### src/rtl/mem_arb_if.sv
// mem_arb_if: request, response and RAM-side signals of the byte-serial memory arbiter.
// slave = the arbiter itself, master = the IF/MEM requesters plus the RAM.
interface mem_arb_if #(
    parameter int ADDR_W = 17
);
    logic              if_req;
    logic [31:0]       if_addr;
    logic              if_flush;
    logic              if_ack;
    logic [31:0]       if_data;
    logic [4:0]        mem_e;
    logic [31:0]       mem_addr;
    logic [31:0]       mem_wdata;
    logic              mem_ack;
    logic [31:0]       mem_rdata;
    logic [ADDR_W-1:0] ram_a;
    logic [7:0]        ram_dout;
    logic              ram_wr;
    logic [7:0]        ram_din;
    logic              busy;

    modport slave (
        input  if_req, if_addr, if_flush, mem_e, mem_addr, mem_wdata, ram_din,
        output if_ack, if_data, mem_ack, mem_rdata, ram_a, ram_dout, ram_wr, busy
    );

    modport master (
        output if_req, if_addr, if_flush, mem_e, mem_addr, mem_wdata, ram_din,
        input  if_ack, if_data, mem_ack, mem_rdata, ram_a, ram_dout, ram_wr, busy
    );
endinterface

### src/rtl/mem_arb.sv
// mem_arb: byte-serial controller sharing one 8-bit RAM port between fetch and load/store.
// Optional MEM_ARB_RR_EN: round-robin tie-break instead of fixed MEM-over-IF priority.
module mem_arb #(
    parameter int ADDR_W = 17
) (
    input  logic     clk,
    input  logic     rst,
    mem_arb_if.slave bus
);
    typedef enum logic [1:0] {IDLE, READ, WRITE, DONE} state_t;

    state_t            state_q, state_d;
    logic [2:0]        idx_q, idx_d;
    logic [2:0]        len_q, len_d;
    logic              is_if_q, is_if_d;
    logic              sign_q, sign_d;
    logic [31:0]       base_q, base_d;
    logic [31:0]       wdata_q, wdata_d;
    logic [31:0]       buf_q, buf_d;
    logic [ADDR_W-1:0] ram_a_q, ram_a_d;
    logic [7:0]        ram_dout_q, ram_dout_d;
    logic              ram_wr_q, ram_wr_d;
    logic              if_ack_q, if_ack_d;
    logic              mem_ack_q, mem_ack_d;
    logic [31:0]       if_data_q, if_data_d;
    logic [31:0]       mem_rdata_q, mem_rdata_d;
    logic              busy_q, busy_d;

    logic              mem_req, if_req_ok, accept_ok, grant_mem, grant_if;
    logic [2:0]        lane;
    logic [31:0]       ext;

    assign mem_req   = bus.mem_e[4];
    assign if_req_ok = bus.if_req && !bus.if_flush;
    // The ack cycle is already IDLE; skipping it lets a requester drop req on seeing its ack.
    assign accept_ok = (state_q == IDLE) && !if_ack_q && !mem_ack_q;

`ifdef MEM_ARB_RR_EN
    logic last_mem_q;

    assign grant_mem = accept_ok && mem_req && !(if_req_ok && last_mem_q);

    always_ff @(posedge clk or negedge rst) begin
        if (!rst)                        last_mem_q <= 1'b0;
        else if (grant_mem || grant_if)  last_mem_q <= grant_mem;
    end
`else
    assign grant_mem = accept_ok && mem_req;
`endif
    assign grant_if = accept_ok && if_req_ok && !grant_mem;

    always_ff @(posedge clk or negedge rst) begin
        if (!rst) state_q <= IDLE;
        else      state_q <= state_d;
    end

    always_comb begin
        state_d = state_q;
        unique case (state_q)
            IDLE:  if (grant_if || (grant_mem && !bus.mem_e[1])) state_d = READ;
                   else if (grant_mem)                          state_d = WRITE;
            READ:  if (is_if_q && bus.if_flush)                 state_d = IDLE;
                   else if (idx_q == len_q)                     state_d = DONE;
            WRITE: if (idx_q == len_q - 3'd1)                   state_d = DONE;
            DONE:  state_d = IDLE;
            default: state_d = IDLE;
        endcase
    end

    assign lane = idx_q - 3'd1;

    always_comb begin
        ext = buf_q;
        if (len_q == 3'd1)      ext = {{24{sign_q & buf_q[7]}}, buf_q[7:0]};
        else if (len_q == 3'd2) ext = {{16{sign_q & buf_q[15]}}, buf_q[15:0]};
    end

    always_comb begin
        idx_d       = idx_q;
        len_d       = len_q;
        is_if_d     = is_if_q;
        sign_d      = sign_q;
        base_d      = base_q;
        wdata_d     = wdata_q;
        buf_d       = buf_q;
        ram_a_d     = ram_a_q;
        ram_dout_d  = ram_dout_q;
        ram_wr_d    = 1'b0;
        if_ack_d    = 1'b0;
        mem_ack_d   = 1'b0;
        if_data_d   = if_data_q;
        mem_rdata_d = mem_rdata_q;
        busy_d      = (state_d != IDLE);
        unique case (state_q)
            IDLE: if (grant_if || grant_mem) begin
                idx_d   = 3'd0;
                buf_d   = 32'd0;
                is_if_d = grant_if;
                if (grant_if) begin
                    base_d = bus.if_addr;
                    len_d  = 3'd4;
                    sign_d = 1'b0;
                end else begin
                    base_d  = bus.mem_addr;
                    len_d   = {1'b0, bus.mem_e[3:2]} + 3'd1;
                    sign_d  = bus.mem_e[0];
                    wdata_d = bus.mem_wdata;
                end
            end
            READ: begin
                if (idx_q < len_q) ram_a_d = ADDR_W'(base_q + 32'(idx_q));
                if (idx_q != 3'd0) buf_d[{lane[1:0], 3'b000} +: 8] = bus.ram_din;
                idx_d = idx_q + 3'd1;
            end
            WRITE: begin
                ram_wr_d   = 1'b1;
                ram_a_d    = ADDR_W'(base_q + 32'(idx_q));
                ram_dout_d = wdata_q[{idx_q[1:0], 3'b000} +: 8];
                idx_d      = idx_q + 3'd1;
            end
            DONE: begin
                if (is_if_q) begin
                    if (!bus.if_flush) begin
                        if_ack_d  = 1'b1;
                        if_data_d = buf_q;
                    end
                end else begin
                    mem_ack_d   = 1'b1;
                    mem_rdata_d = ext;
                end
            end
            default: ;
        endcase
    end

    always_ff @(posedge clk or negedge rst) begin
        if (!rst) begin
            idx_q       <= 3'd0;
            len_q       <= 3'd0;
            is_if_q     <= 1'b0;
            sign_q      <= 1'b0;
            base_q      <= 32'd0;
            wdata_q     <= 32'd0;
            buf_q       <= 32'd0;
            ram_a_q     <= '0;
            ram_dout_q  <= 8'd0;
            ram_wr_q    <= 1'b0;
            if_ack_q    <= 1'b0;
            mem_ack_q   <= 1'b0;
            if_data_q   <= 32'd0;
            mem_rdata_q <= 32'd0;
            busy_q      <= 1'b0;
        end else begin
            idx_q       <= idx_d;
            len_q       <= len_d;
            is_if_q     <= is_if_d;
            sign_q      <= sign_d;
            base_q      <= base_d;
            wdata_q     <= wdata_d;
            buf_q       <= buf_d;
            ram_a_q     <= ram_a_d;
            ram_dout_q  <= ram_dout_d;
            ram_wr_q    <= ram_wr_d;
            if_ack_q    <= if_ack_d;
            mem_ack_q   <= mem_ack_d;
            if_data_q   <= if_data_d;
            mem_rdata_q <= mem_rdata_d;
            busy_q      <= busy_d;
        end
    end

    assign bus.ram_a     = ram_a_q;
    assign bus.ram_dout  = ram_dout_q;
    assign bus.ram_wr    = ram_wr_q;
    assign bus.if_ack    = if_ack_q;
    assign bus.if_data   = if_data_q;
    assign bus.mem_ack   = mem_ack_q;
    assign bus.mem_rdata = mem_rdata_q;
    assign bus.busy      = busy_q;
endmodule

### src/flat_wrapper.sv
// flat-port wrapper written by rule: the top's interface ports become plain ports
module mem_arb_flat 
#(
    parameter int ADDR_W = 17
)
  (clk, rst, bus_if_req, bus_if_addr, bus_if_flush, bus_mem_e, bus_mem_addr, bus_mem_wdata, bus_ram_din, bus_if_ack, bus_if_data, bus_mem_ack, bus_mem_rdata, bus_ram_a, bus_ram_dout, bus_ram_wr, bus_busy);
  mem_arb_if #(.ADDR_W(ADDR_W)) bus_i ();
  input  logic clk;
  input  logic rst;
  input wire logic [$bits(bus_i.if_req)-1:0] bus_if_req;
  input wire logic [$bits(bus_i.if_addr)-1:0] bus_if_addr;
  input wire logic [$bits(bus_i.if_flush)-1:0] bus_if_flush;
  input wire logic [$bits(bus_i.mem_e)-1:0] bus_mem_e;
  input wire logic [$bits(bus_i.mem_addr)-1:0] bus_mem_addr;
  input wire logic [$bits(bus_i.mem_wdata)-1:0] bus_mem_wdata;
  input wire logic [$bits(bus_i.ram_din)-1:0] bus_ram_din;
  output wire logic [$bits(bus_i.if_ack)-1:0] bus_if_ack;
  output wire logic [$bits(bus_i.if_data)-1:0] bus_if_data;
  output wire logic [$bits(bus_i.mem_ack)-1:0] bus_mem_ack;
  output wire logic [$bits(bus_i.mem_rdata)-1:0] bus_mem_rdata;
  output wire logic [$bits(bus_i.ram_a)-1:0] bus_ram_a;
  output wire logic [$bits(bus_i.ram_dout)-1:0] bus_ram_dout;
  output wire logic [$bits(bus_i.ram_wr)-1:0] bus_ram_wr;
  output wire logic [$bits(bus_i.busy)-1:0] bus_busy;
  assign bus_i.if_req = bus_if_req;
  assign bus_i.if_addr = bus_if_addr;
  assign bus_i.if_flush = bus_if_flush;
  assign bus_i.mem_e = bus_mem_e;
  assign bus_i.mem_addr = bus_mem_addr;
  assign bus_i.mem_wdata = bus_mem_wdata;
  assign bus_i.ram_din = bus_ram_din;
  assign bus_if_ack = bus_i.if_ack;
  assign bus_if_data = bus_i.if_data;
  assign bus_mem_ack = bus_i.mem_ack;
  assign bus_mem_rdata = bus_i.mem_rdata;
  assign bus_ram_a = bus_i.ram_a;
  assign bus_ram_dout = bus_i.ram_dout;
  assign bus_ram_wr = bus_i.ram_wr;
  assign bus_busy = bus_i.busy;
  mem_arb #(.ADDR_W(ADDR_W)) u_core (.clk(clk), .rst(rst), .bus(bus_i));
endmodule
### config.mk
export PLATFORM = sky130hd
export DESIGN_NAME = mem_arb_flat
export DESIGN_NICKNAME = d
export VERILOG_FILES = /design/src/rtl/mem_arb_if.sv /design/src/rtl/mem_arb.sv /design/src/flat_wrapper.sv
export SDC_FILE = /design/constraint.sdc
export NUM_CORES = 1
export LEC_CHECK = 0
export BUFFER_PORTS_ARGS = -buffer_cell sky130_fd_sc_hd__buf_2
export CAP_MARGIN = 20
export CORE_ASPECT_RATIO = 0.7
export CORE_MARGIN = 5
export CORE_UTILIZATION = 57
export DETAILED_ROUTE_END_ITERATION = 10
export PLACE_DENSITY = 0.83
export SYNTH_ARGS = -nofsm -noshare
export SYNTH_HDL_FRONTEND = slang
export SYNTH_SLANG_ARGS = --single-unit
### constraint.sdc
create_clock -name clk -period 5.1 [get_ports clk]
set_clock_uncertainty 0.15 [all_clocks]
set_input_delay 0.51 -clock clk [delete_from_list [all_inputs] [get_ports clk]]
set_output_delay 0.51 -clock clk [all_outputs]
set_load 0.05 [all_outputs]
==> results of run 1 <==
power by group through the flow:
stage	clock network, mW	logic, mW	registers, mW
after CTS	1.30	2.81	2.35
after global placement	0	2.71	2.35
after global routing	1.37	3.05	2.42
final	1.29	2.80	2.35
after detailed placement	0	2.80	2.37
after floorplan	0	1.39	3.06
layout by cell type, fill, tap and decap left out, types with 3 or more instances in the layout:
cell	instances
xor2_1	8
clkbuf_16	17
a22o_1	10
o22a_1	16
inv_8	3
buf_2	174
clkinvlp_4	4
o21ai_1	48
inv_1	15
buf_4	9
ha_1	20
nand3_1	12
dfrtp_1	184
and3_1	4
nor2_1	21
o21ai_2	4
nor2b_1	5
mux4_2	8
o21ai_0	32
xnor2_1	10
a21oi_1	31
inv_6	4
mux2i_1	17
mux2_2	20
nand2_1	287
state kept, by name, summed over array words and instances (netlist names), 2 cells and up:
name,cells
u_core.bus.if_data,32
u_core.wdata_q,32
u_core.base_q,17
u_core.bus.ram_dout,8
u_core.idx_q,3
u_core.buf_q,32
u_core.bus.ram_a,17
u_core.bus.mem_rdata,32
u_core.state_q,2
u_core.len_q,3
area by class of cell:
class | instances | area (sq um)
multi-input combinational | 581 | 3360
clock inverter | 14 | 139
sequential | 184 | 4600
timing repair buffer | 186 | 997
clock buffer | 18 | 429
tap | 190 | 238
inverter | 15 | 56.3
fill | 1071 | 4190
stage by stage:
stage	std cells	power [mW]	setup slack (ns)
2_1_floorplan	821	4.45	2.85
3_3_place_gp	1154	5.06	2.08
3_5_place_dp	1154	5.17	1.99
4_1_cts	1186	6.46	1.94
5_1_grt	1188	6.83	1.68
6_report	1188	6.43	1.96
routing by layer:
metal  vias up  routed length (microns)
met5         -                        0
met4         0                      215
met3        21                     1520
met2       230                     9180
met1      3150                     9220
li1       3077                        -
logic make-up after synthesis:
logic type,share of synthesized area
and+or+nand+nor,0.172
DFF,0.563
AOI/OAI and AO/OA,0.113
buffers and inverters,0.0280
muxes,0.0717
adders and majority gates,0.0330
xor gates and xnor gates,0.0193
worst max-delay path by stage:
stage                  endpoint  slack, ns
2_1_floorplan  u_core.buf_q[14]       2.85
3_3_place_gp   u_core.buf_q[11]       2.08
3_5_place_dp   u_core.buf_q[12]       1.99
4_1_cts        u_core.buf_q[12]       1.94
5_1_grt        u_core.buf_q[14]       1.68
6_report       u_core.buf_q[12]       1.96
==> metrics.md, run 1 <==
| Metric | Value |
|---|---|
| Run status | finished clean |
| Pin count of the biggest net entering global routing | 107 |
| Die Span X | approximately 150 microns |
| Period minus WS final | 3.14 ns |
| Final Setup Violations | 0 |
| Hold Worst Slack | 0.0395 ns |
| CTS buffer count | 17 |
| Detailed-route wire length per cell | around 17 microns |
| CP most frequent cell | nand2_1 |
| Ant. Diodes | 0 |
| Dpl cell area | 9220 sq um |
| M2 GR Usage | 0.379 |
| Core Area | 14000 sq um |
| Pwr dens | 655 nW/um^2 |
| Fmax | 319 MHz |
| Delay-heaviest family, CP | simple AND/OR/NAND/NOR gates |
| # hold bufs at CTS | 0 |
| Die height | 110 microns |
| Worst EP arrival | 3.33 ns |
| Critical path, cell by cell | inv_1 -> ha_1 -> nand2_1 -> nor3_1 -> nand2_1 -> o21ai_1 |
| WL final | 20100 microns |
| Post-cts resize count | 0 |
| R2R setup slack | 1.96 ns |
| Total net switching power | 2.90 mW |
| Final Max Tran Viols | 0 |
| Vias | 6478 |
| Synth top area share | 0.563 |
| Number of flops mapped to enable cells by yosys | 0 |
| Number of vias per cell | about 5.5 |
| Top Ports | 206 |
| Final hold vios | 0 |
| Net Sw Frac | 0.451 |
| Share of cells above drive strength 1 | 0.259 |
| WS Path Type | reg -> reg |
| Critical Path Max Stage Delay | 0.96 ns |
| Setup bufs post-CTS | 0 |
| Max-slew headroom | 0.329 |
| Initial antenna violation count | 0 |
| Clock network fraction of total power | 0.200 |
| Total track usage | 0.241 |
| Startpoint types | flop |
| Clock latency on the worst-skew pair | about 0.42 ns |
| First-pass GRT wire length | 32600 microns |
| Flop pwr share | 0.365 |
| #FFs+latches synth | 184 |
| Worst Path Buf+Inv | 1 |
| Critical Path RT | 5.30 ns |
| HP Class | in -> async |
| VDD IR max | 336 uV |
| CTS max path bufs | 2 |
| Drt initial violations | 435 |
| Synth async-reset ratio | 1.00 |
| FF-to-FF End | u_core.buf_q[12] |
| H-tree levels | 4 |
| Comb power frac | 0.435 |
| Crit Path Max Fanout | 17 |
| Final antenna-violating net count | 0 |
| Most numerous cell in the Yosys netlist | nand2_1 |
| Post-synth cell types | 45 |
| Vias in the first global route | 6469 |
| Logic depth of the worst path, buffers included | 6 |
| Final period util | 0.615 |
| Met1 Usage GRT | 0.345 |
| RD Place Congestion | about 0.85 |
| Root Driver | clkbuf_16 |
| Final net count | 1119 |
| DRT Pass-1 Iters | 4 |
| GR Layer Usage met3 | 0.0542 |
| Mapped Cells | 821 |
| Grt ovf | 0 |
| Reg-to-Reg Start | u_core.idx_q[0] |
| Leading area contributor after synthesis | dfrtp_1 |
| Die ar. | 16900 sq um |
| Post-Syn Area | roughly 8200 sq um |
| RSZ-0062 raised after global routing | no |
| Number of port buffers | 175 |
| Setup_tns | 0 ns |
| Seq/Total Area, Yosys | 0.563 |
| Internal Power | roughly 3.5 mW |
| Crit path capture type | flop |
| Starting density of the core | 0.584 |
| Max-Cap Viols | 0 |
| Core Util, Final | 0.701 |
| Mean Syn Cell Area | 9.97 sq um |
| Dominant synthesized flop cell | dfrtp_1 |
| Mapped Nets | between 900 and 1000 |
| Dpl hpwl | 13700 microns |
| Final Instance Area | slightly below 10000 sq um |
| Clock sink count | 184 |
| Synth warn | 0 |
| DRC | 0 |
| Area growth syn-to-layout | 20.0% |
| CP max stage cell | dfrtp_1 |
| Leak | 5.09 nW |
| Worst-path clk slew | 0.07 ns |
| Row count | 36 |
| Slew @ Worst Pin | 0.999 ns |
| Gr busiest metal | met2 |
| Synth cell count leaders | 287 x nand2_1, 184 x dfrtp_1, 48 x o21ai_1, 32 x o21ai_0, 31 x a21oi_1 |
| Worst Setup SP | u_core.idx_q[0] |
| TritonCTS clock tree | done |
| R2r worst-path depth | 6 |
| Synth area leaders | dfrtp_1 56%, nand2_1 13%, ha_1 3.1%, o21ai_1 2.9%, mux2_2 2.8% |
Note: power is estimated with default switching activity, not from simulation.
==> run 2: changes to the inputs <==
--- a/config.mk
+++ b/config.mk
@@ -9,9 +9,9 @@
 export CAP_MARGIN = 20
 export CORE_ASPECT_RATIO = 0.7
 export CORE_MARGIN = 5
-export CORE_UTILIZATION = 57
+export CORE_UTILIZATION = 53
 export DETAILED_ROUTE_END_ITERATION = 10
-export PLACE_DENSITY = 0.83
+export PLACE_DENSITY = 0.78
 export SYNTH_ARGS = -nofsm -noshare
 export SYNTH_HDL_FRONTEND = slang
 export SYNTH_SLANG_ARGS = --single-unit
==> constraint.sdc (replaced) <==
create_clock -name clk -period 2.9 [get_ports clk]
set_clock_uncertainty 0.15 [all_clocks]
set_input_delay 0.29 -clock clk [delete_from_list [all_inputs] [get_ports clk]]
set_output_delay 0.29 -clock clk [all_outputs]
set_load 0.05 [all_outputs]
==> metrics.md, run 2 (synthesis gave the netlist of run 1 again) <==
| Metric | Value |
|---|---|
| Run status | finished clean |
| Period minus WS final | 2.68 ns (-0.454 ns) |
| Critical Path Max Stage Delay | 0.59 ns (-0.37 ns) |
| Area growth syn-to-layout | 27.4% |
| RSZ-0062 raised after global routing | no |
| Fillers | 1193 (+11%) |
| Slew @ Worst Pin | 0.784 ns (-0.215 ns) |
| Final Instance Count excl. Fillers | 1259 (+6.0%) |
| Most common cell after layout, fill and taps aside | nand2_1 |
| Routed length on met2 | 9760 microns (+6.3%) |
| Dpl hpwl | 14000 microns (+2.1%) |
| Critical path, cell by cell | inv_1 -> ha_2 -> nor3b_4 -> nand3b_1 -> buf_4 -> mux2i_1 -> dlygate4sd3_1 -> o21ai_1 |
| WL final | 21100 microns (+4.9%) |
| Row count | 38 (+5.6%) |
| Max-Cap Viols | 0 (unchanged) |
| Root Driver | clkbuf_16 |
| H-tree levels | 4 (unchanged) |
| Core Area | 15300 sq um (+9.3%) |
| Final period util | 0.925 (+0.310) |
| Final Instance Area | 10400 sq um (+6.2%) |
| Delay-heaviest family, CP | buffers and inverters |
| Die height | 114 microns (+3.4%) |
| Total track usage | 0.245 (+0.00420) |
| Ant. Diodes | 0 (unchanged) |
| Final net count | 1180 (+5.5%) |
| Dpl cell area | 9330 sq um (+1.2%) |
| First-pass GRT wire length | 34900 microns (+6.9%) |
| Clock latency on the worst-skew pair | 0.42 ns (about the same) |
| Crit Path Max Fanout | 20 (+3) |
| Setup_tns | 0 ns (unchanged) |
| Metal-1 WL | 9540 microns (+3.5%) |
| VDD IR max | 583 uV (+74%) |
| Multi-input gate area | 3360 sq um (about the same) |
| Routed wl met3 | 1560 microns (+2.6%) |
| Cells after DPL | 1175 (+1.8%) |
| TritonCTS clock tree | done |
| Pwr Total | 11.4 mW (+78%) |
| Starting density of the core | 0.535 (-0.0497) |
| Drt initial violations | 506 (+16%) |
| Critical Path RT | 3.05 ns (-2.25 ns) |
| WS Path Type | reg -> reg |
| RD Place Congestion | 0.840 (-1.0%) |
| Most frequent cells in the layout | 287 x nand2_1, 184 x dfrtp_1, 174 x buf_2 |
| Final hold vios | 0 (unchanged) |
| Vias in the first global route | 6846 (+5.8%) |
| Die ar. | 18100 sq um (+6.9%) |
| Top Ports | 206 (unchanged) |
| Die Span X | 159 microns (+3.5%) |
| Max-slew headroom | 0.473 (+0.144) |
| Register area | 4600 sq um (unchanged) |
| Crit path capture type | flop |
| Grt ovf | 0 (unchanged) |
| Number of port buffers | 175 (unchanged) |
| Vias | 6742 (+4.1%) |
| Hold Worst Slack | 0.00980 ns (-0.0297 ns) |
| CTS buffer count | 17 (unchanged) |
| Final antenna-violating net count | 0 (unchanged) |
| Worst EP arrival | 2.83 ns (-0.50 ns) |
| CTS max path bufs | 2 (unchanged) |
| Worst-path clk slew | 0.07 ns (about the same) |
| Worst Path Buf+Inv | 3 (+2) |
| Startpoint types | flop |
| CP max stage cell | dlygate4sd3_1 |
| HP Class | in -> reg |
| Pwr dens | 1090 nW/um^2 (+67%) |
| Pin count of the biggest net entering global routing | 72 (-33%) |
| Detailed-route wire length per cell | 16.8 microns (-1.0%) |
| Final Setup Violations | 0 (unchanged) |
| Final Max Tran Viols | 0 (unchanged) |
| Initial antenna violation count | 0 (unchanged) |
| DRC | 0 (unchanged) |
| Fmax | 373 MHz (+17%) |
| Leak | 5.36 nW (+5.3%) |
| DRT Pass-1 Iters | 5 (+1) |
| Top sig layer | met4 |
| Number of vias per cell | 5.36 (-1.8%) |
| Share of cells above drive strength 1 | 0.254 (-0.00450) |
| Clock sink count | 184 (unchanged) |
## run 2: changes by cell type in the layout (fill, tap and decap cells not counted), moves of 2 or more
cell	previous run	this run
clkinvlp_4	4	2
buf_4	9	18
clkinv_4	0	3
clkinv_8	0	2
dlygate4sd3_1	0	52
## run 2: metal layers
layer	vias to the layer above	track usage
met5	-	0
met1	3277	0.354
met2	244	0.386
li1	3194	-
met4	0	0.0528
met3	27	0.0557
## run 2: repair_timing
item,CTS,global route
gates resized for setup,0,1
setup buffers,0,0
endpoints found under the hold margin,119,0
endpoints found under the setup margin,0,3
hold buffers,52,0
## run 2: worst paths after layout
path                                        start                      to  slack, ns  cells after the start
setup / recovery                u_core.state_q[0]       u_core.base_q[10]       0.22                      8
hold / removal                    bus_if_addr[16]       u_core.base_q[16]       0.01                      3
setup reg to reg                u_core.state_q[0]       u_core.base_q[10]       0.22                      8
hold reg to reg            u_core.bus.if_data[12]  u_core.bus.if_data[12]       0.32                      2
max in group asynchronous                     rst  u_core.bus.ram_dout[1]       1.56                      3
min in group asynchronous                     rst     u_core.bus.ram_a[9]       0.29                      2
## run 2: through the flow
stage,util,setup slack [ns]
6_report,0.681,0.218
5_1_grt,0.681,0.0875
2_1_floorplan,-,0.651
4_1_cts,0.681,0.178
3_3_place_gp,0.609,0.538
3_5_place_dp,0.609,0.465
## run 2: layout make-up
cell class | instances | share of cell area
Tap cell | 200 | 0.0240
Clock buffer | 18 | 0.0421
Inverter | 15 | 0.00540
Clock inverter | 14 | 0.0133
Timing Repair Buffer | 247 | 0.151
Multi-Input combinational cell | 581 | 0.322
Sequential cell | 184 | 0.442
## run 2: power by group
group | internal (mW) | switching (mW) | leakage, nW | total, mW
Combinational | 1.67 | 3.46 | 2.70 | 5.13
Sequential | 3.44 | 0.614 | 2.38 | 4.05
Clock | 1.16 | 1.07 | 0.279 | 2.24
## run 2: tightest hold or removal path: cells and delay by family
family,cells,cell delay (ns)
compound gates,1,0.11
buf+inv,1,0.08
mux,1,0.05
